`src/rtl/axi_dma_pkg.sv`:
```
// Shared definitions for the 2D write-DMA engine: FSM encoding, AXI constants
// and a constant-evaluable ceiling log2.
package axi_dma_pkg;

  typedef enum logic [2:0] {
    ST_IDLE  = 3'd0,
    ST_CALC  = 3'd1,
    ST_AW    = 3'd2,
    ST_W     = 3'd3,
    ST_DRAIN = 3'd4,
    ST_DONE  = 3'd5
  } state_t;

  localparam logic [1:0] BURST_INCR  = 2'b01;
  localparam logic [1:0] RESP_OKAY   = 2'b00;
  localparam logic [1:0] RESP_SLVERR = 2'b10;
  localparam logic [1:0] RESP_DECERR = 2'b11;
  localparam int         BOUNDARY_4K = 4096;

  // Ceiling log2; clog2(1) = 0.
  function automatic int clog2(input int value);
    int result;
    result = 0;
    for (int i = 0; i < 31; i++) begin
      if ((1 << i) < value) result = i + 1;
    end
    return result;
  endfunction

endpackage

```
`src/rtl/axi_burst_calc.sv`:
```
// Beat count for the next burst: the smallest of the beats left in the row,
// the burst length limit, and the beats that fit before the next 4 KB page.
module axi_burst_calc
  import axi_dma_pkg::*;
#(
  parameter int C_BYTES_PER_BEAT = 4,
  parameter int C_BURST_LEN      = 16
) (
  input  logic [11:0] i_addr_lo,
  input  logic [31:0] i_row_beats_left,
  output logic [8:0]  o_beats
);

  localparam int C_SHIFT = clog2(C_BYTES_PER_BEAT);

  logic [12:0] w_room_bytes;
  logic [12:0] w_room_beats;
  logic [31:0] w_limit;

  // Bytes left in the current 4 KB page (1..4096); the address is beat aligned.
  assign w_room_bytes = 13'(BOUNDARY_4K) - {1'b0, i_addr_lo};
  assign w_room_beats = w_room_bytes >> C_SHIFT;

  // Three-way minimum of page room, burst limit and remaining row beats.
  always_comb begin
    w_limit = 32'(w_room_beats);
    if (32'(C_BURST_LEN) < w_limit) w_limit = 32'(C_BURST_LEN);
    if (i_row_beats_left < w_limit) w_limit = i_row_beats_left;
    o_beats = 9'(w_limit);
  end

endmodule

```
`src/rtl/axi_2d_write_master.sv`:
```
// 2D write-DMA engine: pulls words from a FWFT FIFO and writes a strided image
// through AXI4 INCR bursts that never cross a 4 KB page, with a bounded number
// of bursts awaiting their write response.
module axi_2d_write_master
  import axi_dma_pkg::*;
#(
  parameter int C_M_AXI_ADDR_WIDTH = 32,
  parameter int C_M_AXI_DATA_WIDTH = 32,
  parameter int C_M_AXI_BURST_LEN  = 16,
  parameter int C_MAX_OUTSTANDING  = 4
) (
  input  logic                            M_AXI_ACLK,
  input  logic                            M_AXI_ARESETN,
  input  logic                            i_start,
  input  logic [C_M_AXI_ADDR_WIDTH-1:0]   i_dst_addr,
  input  logic [31:0]                     i_img_width,
  input  logic [31:0]                     i_img_height,
  input  logic [31:0]                     i_img_stride,
  input  logic [C_M_AXI_DATA_WIDTH-1:0]   i_w_data,
  input  logic                            i_fifo_empty,
  output logic                            o_fifo_rd_en,
  output logic                            o_busy,
  output logic                            o_write_done,
  output logic                            o_error,
  output logic [C_M_AXI_ADDR_WIDTH-1:0]   m_axi_awaddr,
  output logic [7:0]                      m_axi_awlen,
  output logic [2:0]                      m_axi_awsize,
  output logic [1:0]                      m_axi_awburst,
  output logic                            m_axi_awvalid,
  input  logic                            m_axi_awready,
  output logic [C_M_AXI_DATA_WIDTH-1:0]   m_axi_wdata,
  output logic [C_M_AXI_DATA_WIDTH/8-1:0] m_axi_wstrb,
  output logic                            m_axi_wlast,
  output logic                            m_axi_wvalid,
  input  logic                            m_axi_wready,
  input  logic [1:0]                      m_axi_bresp,
  input  logic                            m_axi_bvalid,
  output logic                            m_axi_bready
);

  localparam int C_AW         = C_M_AXI_ADDR_WIDTH;
  localparam int C_BPB        = C_M_AXI_DATA_WIDTH / 8;
  localparam int C_BEAT_SHIFT = clog2(C_BPB);
  localparam int C_PEND_W     = clog2(C_MAX_OUTSTANDING + 1);

  state_t                r_state;
  state_t                w_state_next;
  logic [C_AW-1:0]       r_addr;
  logic [C_AW-1:0]       r_row_base;
  logic [31:0]           r_stride;
  logic [31:0]           r_row_beats;
  logic [31:0]           r_row_beats_left;
  logic [31:0]           r_rows_left;
  logic [8:0]            r_beats;
  logic [8:0]            r_beat_cnt;
  logic [7:0]            r_awlen;
  logic [C_PEND_W-1:0]   r_pending;
  logic                  r_busy;
  logic                  r_done;
  logic                  r_error;

  logic [8:0]            w_beats;
  logic [31:0]           w_row_beats_start;
  logic                  w_zero_job;
  logic                  w_aw_hs;
  logic                  w_w_hs;
  logic                  w_b_hs;
  logic                  w_b_err;
  logic                  w_last_beat;
  logic                  w_burst_done;
  logic                  w_row_done;
  logic                  w_last_row;
  logic                  w_can_issue;
  logic [C_AW-1:0]       w_burst_bytes;
  logic [C_AW-1:0]       w_next_row_base;

  axi_burst_calc #(
    .C_BYTES_PER_BEAT (C_BPB),
    .C_BURST_LEN      (C_M_AXI_BURST_LEN)
  ) u_burst_calc (
    .i_addr_lo        (r_addr[11:0]),
    .i_row_beats_left (r_row_beats_left),
    .o_beats          (w_beats)
  );

  assign w_row_beats_start = i_img_width >> C_BEAT_SHIFT;
  assign w_zero_job        = (w_row_beats_start == 32'd0) || (i_img_height == 32'd0);

  assign w_aw_hs      = m_axi_awvalid & m_axi_awready;
  assign w_w_hs       = m_axi_wvalid & m_axi_wready;
  assign w_b_hs       = m_axi_bvalid & m_axi_bready;
  assign w_b_err      = w_b_hs && ((m_axi_bresp == RESP_SLVERR) || (m_axi_bresp == RESP_DECERR));
  assign w_last_beat  = (r_beat_cnt == (r_beats - 9'd1));
  assign w_burst_done = w_w_hs & w_last_beat;
  assign w_row_done   = (r_row_beats_left == 32'(r_beats));
  assign w_last_row   = (r_rows_left == 32'd1);
  assign w_can_issue  = (r_pending < C_PEND_W'(C_MAX_OUTSTANDING));

  assign w_burst_bytes   = C_AW'(r_beats) << C_BEAT_SHIFT;
  assign w_next_row_base = r_row_base + C_AW'(r_stride);

  // Constant or registered AXI fields.
  assign m_axi_awaddr  = r_addr;
  assign m_axi_awlen   = r_awlen;
  assign m_axi_awsize  = 3'(C_BEAT_SHIFT);
  assign m_axi_awburst = BURST_INCR;
  assign m_axi_wdata   = i_w_data;
  assign m_axi_wstrb   = '1;
  assign m_axi_bready  = r_busy;
  assign o_busy        = r_busy;
  assign o_write_done  = r_done;
  assign o_error       = r_error;

  // FSM state register; reset aborts any transfer immediately.
  always_ff @(posedge M_AXI_ACLK or negedge M_AXI_ARESETN) begin
    if (!M_AXI_ARESETN) r_state <= ST_IDLE;
    else                r_state <= w_state_next;
  end

  // FSM next-state logic.
  always_comb begin
    w_state_next = r_state;
    unique case (r_state)
      ST_IDLE:  if (i_start) w_state_next = w_zero_job ? ST_DONE : ST_CALC;
      ST_CALC:  if (w_can_issue) w_state_next = ST_AW;
      ST_AW:    if (w_aw_hs) w_state_next = ST_W;
      ST_W: begin
        if (w_burst_done) w_state_next = (w_row_done && w_last_row) ? ST_DRAIN : ST_CALC;
      end
      ST_DRAIN: if (r_pending == '0) w_state_next = ST_DONE;
      ST_DONE:  w_state_next = ST_IDLE;
      default:  w_state_next = ST_IDLE;
    endcase
  end

  // FSM outputs: AW/W valids, last flag and the FIFO pop follow the state directly.
  always_comb begin
    m_axi_awvalid = 1'b0;
    m_axi_wvalid  = 1'b0;
    m_axi_wlast   = 1'b0;
    if (r_state == ST_AW) m_axi_awvalid = 1'b1;
    if (r_state == ST_W) begin
      m_axi_wvalid = ~i_fifo_empty;
      m_axi_wlast  = w_last_beat;
    end
    o_fifo_rd_en = m_axi_wvalid & m_axi_wready;
  end

  // Job context, burst sizing and address walk.
  always_ff @(posedge M_AXI_ACLK or negedge M_AXI_ARESETN) begin
    if (!M_AXI_ARESETN) begin
      r_addr           <= '0;
      r_row_base       <= '0;
      r_stride         <= '0;
      r_row_beats      <= '0;
      r_row_beats_left <= '0;
      r_rows_left      <= '0;
      r_beats          <= '0;
      r_beat_cnt       <= '0;
      r_awlen          <= '0;
      r_busy           <= 1'b0;
    end else begin
      unique case (r_state)
        ST_IDLE: begin
          if (i_start) begin
            r_addr           <= i_dst_addr;
            r_row_base       <= i_dst_addr;
            r_stride         <= i_img_stride;
            r_row_beats      <= w_row_beats_start;
            r_row_beats_left <= w_row_beats_start;
            r_rows_left      <= i_img_height;
            r_busy           <= 1'b1;
          end
        end
        ST_CALC: begin
          r_beats    <= w_beats;
          r_awlen    <= 8'(w_beats - 9'd1);
          r_beat_cnt <= '0;
        end
        ST_W: begin
          if (w_burst_done) begin
            r_beat_cnt <= '0;
            if (w_row_done) begin
              // Row finished: jump to the next row start and reload the row length.
              r_row_base       <= w_next_row_base;
              r_addr           <= w_next_row_base;
              r_row_beats_left <= r_row_beats;
              r_rows_left      <= r_rows_left - 32'd1;
            end else begin
              r_addr           <= r_addr + w_burst_bytes;
              r_row_beats_left <= r_row_beats_left - 32'(r_beats);
            end
          end else if (w_w_hs) begin
            r_beat_cnt <= r_beat_cnt + 9'd1;
          end
        end
        ST_DONE: r_busy <= 1'b0;
        default: ;
      endcase
    end
  end

  // Completion pulse lands on the same edge that drops busy.
  always_ff @(posedge M_AXI_ACLK or negedge M_AXI_ARESETN) begin
    if (!M_AXI_ARESETN) r_done <= 1'b0;
    else                r_done <= (r_state == ST_DONE);
  end

  // Bursts awaiting a write response; simultaneous issue and retire cancel.
  always_ff @(posedge M_AXI_ACLK or negedge M_AXI_ARESETN) begin
    if (!M_AXI_ARESETN) begin
      r_pending <= '0;
    end else begin
      unique case ({w_aw_hs, w_b_hs})
        2'b10:   r_pending <= r_pending + C_PEND_W'(1);
        2'b01:   r_pending <= r_pending - C_PEND_W'(1);
        default: r_pending <= r_pending;
      endcase
    end
  end

  // Sticky error: set by any SLVERR/DECERR, cleared only by an accepted start.
  always_ff @(posedge M_AXI_ACLK or negedge M_AXI_ARESETN) begin
    if (!M_AXI_ARESETN)                     r_error <= 1'b0;
    else if ((r_state == ST_IDLE) && i_start) r_error <= 1'b0;
    else if (w_b_err)                       r_error <= 1'b1;
  end

endmodule

```
`config.mk`:
```
export PLATFORM = sky130hd
export DESIGN_NAME = axi_2d_write_master
export DESIGN_NICKNAME = d
export VERILOG_FILES = /design/src/rtl/axi_dma_pkg.sv /design/src/rtl/axi_burst_calc.sv /design/src/rtl/axi_2d_write_master.sv
export SDC_FILE = /design/constraint.sdc
export NUM_CORES = 1
export LEC_CHECK = 0
export ABC_CLOCK_PERIOD_IN_PS = 3200
export BUFFER_PORTS_ARGS = -buffer_cell sky130_fd_sc_hd__buf_2
export CAP_MARGIN = 30
export CELL_PAD_IN_SITES_DETAIL_PLACEMENT = 1
export CELL_PAD_IN_SITES_GLOBAL_PLACEMENT = 2
export CORE_MARGIN = 3
export CORE_UTILIZATION = 30
export DETAILED_ROUTE_END_ITERATION = 8
export HOLD_SLACK_MARGIN = 0.12
export PLACE_DENSITY_LB_ADDON = 0.08
export SLEW_MARGIN = 20
export SYNTH_ARGS = -nofsm -noshare
export SYNTH_HDL_FRONTEND = slang
export SYNTH_SLANG_ARGS = --single-unit
```
`constraint.sdc`:
```
create_clock -name M_AXI_ACLK -period 3.2 [get_ports M_AXI_ACLK]
set_input_delay 0.16 -clock M_AXI_ACLK [delete_from_list [all_inputs] [get_ports M_AXI_ACLK]]
set_output_delay 0.16 -clock M_AXI_ACLK [all_outputs]
set_load 0.01 [all_outputs]
```
Yosys cells after proc, flatten, opt, wreduce, memory -nomap -nowiden
Index checks and enable logic that the tools add are counted.

word-level totals
  register bits = 225
  output and inout port bits = 89

operators by class
  bitwise logic cells = 5
  reduce and logical (&&, ||, !) cells = 20
  add/subtract/negate cells = 10
  $lt $le $gt $ge = 3
  muxes and demuxes = 36
  equal/unequal tests = 19

operators with widths
  operator                                               number
  two-way mux 32 bit                                     11
  one-hot mux 32 bit (2 select lines)                    4
  logical NOT 32 bit                                     2
  adder 32 x 11 -> 32 bit                                1
  adder 32 bit                                           1
  equality test 32 x 1 -> 1 bit (second input constant)  1
  equality test 32 x 9 -> 1 bit                          1
  < comparator 32 x 11 -> 1 bit                          1
  subtractor 32 x 1 -> 32 bit (second input constant)    1
  subtractor 32 x 9 -> 32 bit                            1
  two-way mux 9 bit                                      3
  two-way mux 3 bit                                      7
  one-hot mux 9 bit (2 select lines)                     1
  one-hot mux 3 bit (5 select lines)                     1
  subtractor 13 x 12 -> 13 bit (first input constant)    1
  != test 2 bit (second input constant)                  6
  < comparator 5 x 11 -> 1 bit (first input constant)    1
  two-way mux 11 bit                                     1
  nonzero test 2 bit                                     5
  adder 9 x 1 -> 9 bit (second input constant)           1
  equality test 9 bit                                    1
  subtractor 9 x 1 -> 9 bit (second input constant)      1
  subtractor 8 x 1 -> 8 bit (second input constant)      1
  equality test 2 bit (second input constant)            3
  other kinds (20)                                       36

Depth between registers and ports, before layout
  word-level depth = 6
  depth in mapped cells = 19
  gate-level depth less buffers = 18

By module
Synthesis repeated with hierarchy kept, for this count alone.

second synthesis, totals
  cell total of the unflattened synthesis = 1881
  area, all modules = 15009.4 um^2

modules (own cells, without submodules)
  module               instances  cells each  area each (um^2)
  axi_2d_write_master  1          1806        14443.9
  axi_burst_calc       1          75          565.5

Worst setup path before layout
OpenSTA, ideal clock, no wires.

  path kind = register to register
  start point = register r_addr[3] (netlist: m_axi_awaddr[3])
  end point = register r_awlen[4] (netlist: m_axi_awlen[4])
  clock period less this slack = 3.387 ns
  library setup time = 0.125 ns
  buffers on the path = 1
  stages on the path, launching flop included = 18
  path slack = -0.187 ns
  arrival time = 3.262 ns
  required time = 3.075 ns
  cells stage by stage = dfrtp_1 -> nor4_1 -> nand2b_1 -> nor2_1 -> nor2_1 -> ha_1 -> a21o_1 -> a211oi_1 -> o211ai_1 -> a21o_1 -> buf_6 -> a31oi_1 -> ha_1 -> nand3_1 -> xnor2_1 -> nor2_1 -> a21oi_1 -> mux2_2

between the ends
  cells in the longest elaborated chain, start to end = 6

RTL lines
  what                              line                        RTL
  start: declaration                axi_2d_write_master.sv:48   logic [C_AW-1:0] r_addr;
  start signal: assignment          axi_2d_write_master.sv:166  r_addr <= i_dst_addr;
  start signal: assignment          axi_2d_write_master.sv:186  r_addr <= w_next_row_base;
  start signal: assignment          axi_2d_write_master.sv:190  r_addr <= r_addr + w_burst_bytes;
  subtractor 13 x 12 -> 13 bit (*)  axi_burst_calc.sv:21        assign w_room_bytes = 13'(BOUNDARY_4K) - {1'b0, i_addr_lo};
  < comparator 5 x 11 -> 1 bit      axi_burst_calc.sv:27        if (32'(C_BURST_LEN) < w_limit) w_limit = 32'(C_BURST_LEN);
  two-way mux 11 bit (*)            axi_burst_calc.sv:27
  < comparator 32 x 11 -> 1 bit     axi_burst_calc.sv:28        if (i_row_beats_left < w_limit) w_limit = i_row_beats_left;
  two-way mux 9 bit (*)             axi_burst_calc.sv:28
  subtractor 8 x 1 -> 8 bit (*)     axi_2d_write_master.sv:177  r_awlen <= 8'(w_beats - 9'd1);
  end signal: assignment            axi_2d_write_master.sv:177
  end: declaration                  axi_2d_write_master.sv:56   logic [7:0] r_awlen;

Every way passes the cells marked *; elsewhere a longest branch is shown, timed or not.
A chain may end at the register's enable or synchronous reset.

Final worst setup path
  start point = register r_addr[0] (netlist: m_axi_awaddr[0])
  end point = register r_awlen[4] (netlist: m_axi_awlen[4])

Same word-level chain as after synthesis.

==> qor.yml <==
pin_count: 258
seqPwrFrac: 0.281
synth_ff_type: "dfrtp_1"
layout-drive-gt1-share: 0.188
core_area_mm2: 0.0503
critical-path-slowest-cell: "dfrtp_1"
finalMaxSlewViolations: 0
pre_cts_slack_ps: -125
drtAntennaViolNets: 0
core.rowCount: 82
nets: 2491
grt_max_degree: 143
setup_ws_ps: -77.8
post-route-min-period_ps: 3280
crit_fanout: 5
cpPeakStageDelay_ps: 390
crit_chain: "buf_6 -> nor4_4 -> buf_4 -> xnor2_1 -> nand2_1 -> ha_4 -> a21o_1 -> a21oi_2 -> o211ai_1 -> a21o_2 -> a21oi_4 -> ha_4 -> nand3_2 -> xnor2_1 -> nor2_1 -> a21oi_2 -> mux2_4"
port_buffers: 181
drt_iter0_drc: 780
dpl.hpwl_um: 43600
dpl-instance-area_mm2: 0.0175
clockPowerShare: 0.197
initial_core_util: 0.305
setup.worst_path.start_class: "register"
cts_root_buf: "clkbuf_16"
worstSetupEndpointType: "register"
ys_types: 85
drcViolationCount: 0
via_count: 15400
fin_area_mm2: 0.0201
hp-class: "in2reg"
p_int_mw: 10.4
wl_per_cell_um: 20.8
yosysWarnings: 0
finalSetupViolations: 3
grt-ovfl-total: 0
final.setup_skew_ps: 22.0
worstSetupPathType: "reg2reg"
drt-pass1-iter-count: 5
regArea_mm2: 0.00564
violations: "negative setup slack"
grt_use_total: 0.226
crit_start: "m_axi_awaddr[0]"
synth_compound_area_frac: 0.226
synthAdderAreaFrac: 0.0583
syn_to_final_growth_pct: 31.1
synthSimpleGateAreaFrac: 0.233
power.leakage_nw: 8.92
status: "complete, but fails checks"
cts_buffer_depth: 3
hold_depth: 4
r2r_start: "m_axi_awaddr[0]"
async_reset_ff_frac: 1.00
yosysSeqAreaShare: 0.368
rr_worst_depth: 17
grt_first_pass_wirelength_um: 95800
grt_pass1_vias: 16300
clk-insertion-delay-late_ps: 590
crit_arrival_ps: 3740
cts-htree-levels: 1
muxShareOfSynthArea: 0.0111
switching_share: 0.441
tightest_slew_ps: 888
vias_per_cell: 5.23
min_period_over_period: 1.02
cts_buffers: 30
cts.sinks: 225
ir_drop_mv: 0.467
combPwrFrac: 0.522
required_ps: 3670
die_area_mm2: 0.0538
final_hold_viol_count: 0
synth_xor_xnor_area_share: 0.0429
total_power_mw: 18.6
p_sw_mw: 8.22
dieHeight_um: 232
rsz0062_at_grt: "yes"
multi_input_area_mm2: 0.00905
syn_area_per_cell_um2: 7.98
max_cap_viol_count: 0
hold_path_startpoint: "i_dst_addr[9]"
r2r-end: "m_axi_awlen[4]"
synth_top_family_by_area: "simple AND/OR/NAND/NOR gates"
utilization: 0.400
die_x_um: 232
p_per_area_mw_per_mm2: 927
regToRegSetupSlack_ps: -80
wl_um: 61300
syn_inst: 1919
place_congestion: 0.830
fmax_ghz: 0.305
clk_pin_slew_ps: 70
synth_edf_count: 0
cts_tree: "built"
netlist_area_mm2: 0.0153
antenna_found_initial: 3
slew_headroom: 0.408
final.fill_count: 6024
ys_ff_latch: 225
hold_end: "m_axi_awaddr[9]"
## metrics by stage
step | hold WS, ps | instances | TNS, ps
after floorplan | -136 | 1932 | 0
after global placement | 292 | 2754 | -0.985
after detailed placement | 292 | 2754 | -208
after CTS | 126 | 2942 | -7.32
after global routing | 164 | 2949 | -586
final | 167 | 2950 | -115
## power by group through the flow
stage / Combinational [mW] / Clock, mW / Sequential [mW]
5_1_grt: 11.0 / 3.90 / 5.41
3_5_place_dp: 9.37 / 0 / 5.25
3_3_place_gp: 9.21 / 0 / 5.21
4_1_cts: 9.57 / 3.78 / 5.23
2_1_floorplan: 6.32 / 0 / 5.00
6_report: 9.72 / 3.67 / 5.24
## cell usage after synthesis (8+ instances only)
cell type / n / area, um^2
mux2i_1: 11 / 110
xor2_1: 33 / 289
nor4_1: 28 / 175
ha_1: 65 / 813
a22oi_1: 11 / 82.6
o31ai_1: 10 / 75.1
nand3_1: 52 / 260
buf_2: 17 / 85.1
or3_1: 11 / 68.8
a22o_1: 10 / 87.6
buf_4: 44 / 330
nand4_1: 17 / 106
o22ai_1: 10 / 62.6
o21ai_0: 203 / 1020
a21oi_1: 145 / 726
clkbuf_1: 75 / 282
nor3_1: 43 / 215
o211ai_1: 25 / 188
a21o_1: 15 / 113
and3_1: 21 / 131
buf_1: 8 / 30.0
dfrtp_1: 225 / 5630
nor2_1: 143 / 537
inv_1: 47 / 176
and2_1: 13 / 81.3
nor3b_1: 8 / 60.1
a211oi_1: 27 / 203
or2_2: 8 / 50.1
nand2b_1: 14 / 87.6
xnor2_1: 42 / 368
nand2_1: 361 / 1360
nor2b_1: 13 / 81.3
o21a_1: 17 / 128
a31oi_1: 25 / 156
## per-layer routing
| metal | GRT usage | wire length [um] | part of all wire | vias up |
|---|---|---|---|---|
| met5 | 0 | 10 | 0.00016 | - |
| met2 | 0.376 | 28200 | 0.46 | 228 |
| li1 | - | - | - | 7463 |
| met4 | 0.0554 | 1570 | 0.026 | 2 |
| met1 | 0.313 | 29600 | 0.48 | 7670 |
| met3 | 0.0280 | 1960 | 0.032 | 67 |
## cell families (layout without fill, tap and decap cells)
family,after synthesis,in the layout
flip-flops,225,225
AO/OA/AOI/OAI,569,569
other,2,16
buffers and inverters,193,538
AND/OR/NAND/NOR,770,770
XOR/XNOR,75,75
multiplexers,16,16
adder cells (fa/ha/maj),69,69
## flip-flops by register name (all words and copies together), names as in the netlist
signal,cells
r_beat_cnt,9
o_error,1
m_axi_bready,1
m_axi_awlen,8
o_write_done,1
r_stride,32
r_pending,3
r_row_beats_left,32
r_row_base,32
r_rows_left,32
m_axi_awaddr,32
r_beats,9
r_state,3
r_row_beats,30
## repair_timing
item	in CTS	in global routing
buffers inserted	2	7
endpoints found under the setup margin	10	43
hold buffers	130	0
pin swaps	5	15
hold endpoints to repair	277	0
resized for setup	6	36
## area by class of cell
| class | count | area share |
|---|---|---|
| diodes | 1 | 0.000125 |
| clock buffers | 46 | 0.0454 |
| clock inverters | 10 | 0.00760 |
| inverters | 47 | 0.00878 |
| multi-input cells | 1514 | 0.451 |
| flip-flops and latches | 225 | 0.281 |
| well taps | 672 | 0.0419 |
| repair buffers | 435 | 0.165 |
## how the worst max path moves through the flow
stage / to
after floorplan: m_axi_awlen[4]
after global placement: m_axi_awlen[4]
after detailed placement: m_axi_awlen[4]
after CTS: m_axi_awlen[4]
after global routing: m_axi_awlen[4]
final: m_axi_awlen[4]
## placed cells by master (no fill, tap or decap), drive strengths merged, types with 13 or more instances in the layout
cell type and n:
a211oi 28, nor3 45, a31oi 25, dfrtp 225
nand2 361, dlygate4sd3 130, xnor2 42, nand4 17
nand2b 14, nor4 31, a21o 15, o211ai 26
buf 305, o21a 17, xor2 33, conb 15
nor2 146, nor2b 13, nand3 52, clkbuf 46
inv 47, and3 21, a21oi 145, and2 13
o21ai 204, ha 65
## worst max-delay path, delay by kind of cell, from the launching register on
family          cells  cell delay (ps)
compound gates      6              920
fa+ha+maj           2              420
xor+xnor            2              230
flops               1              390
mux                 1              250
simple gates        4              640
buf+inv             2              290
(Power assumes the default switching activity.)
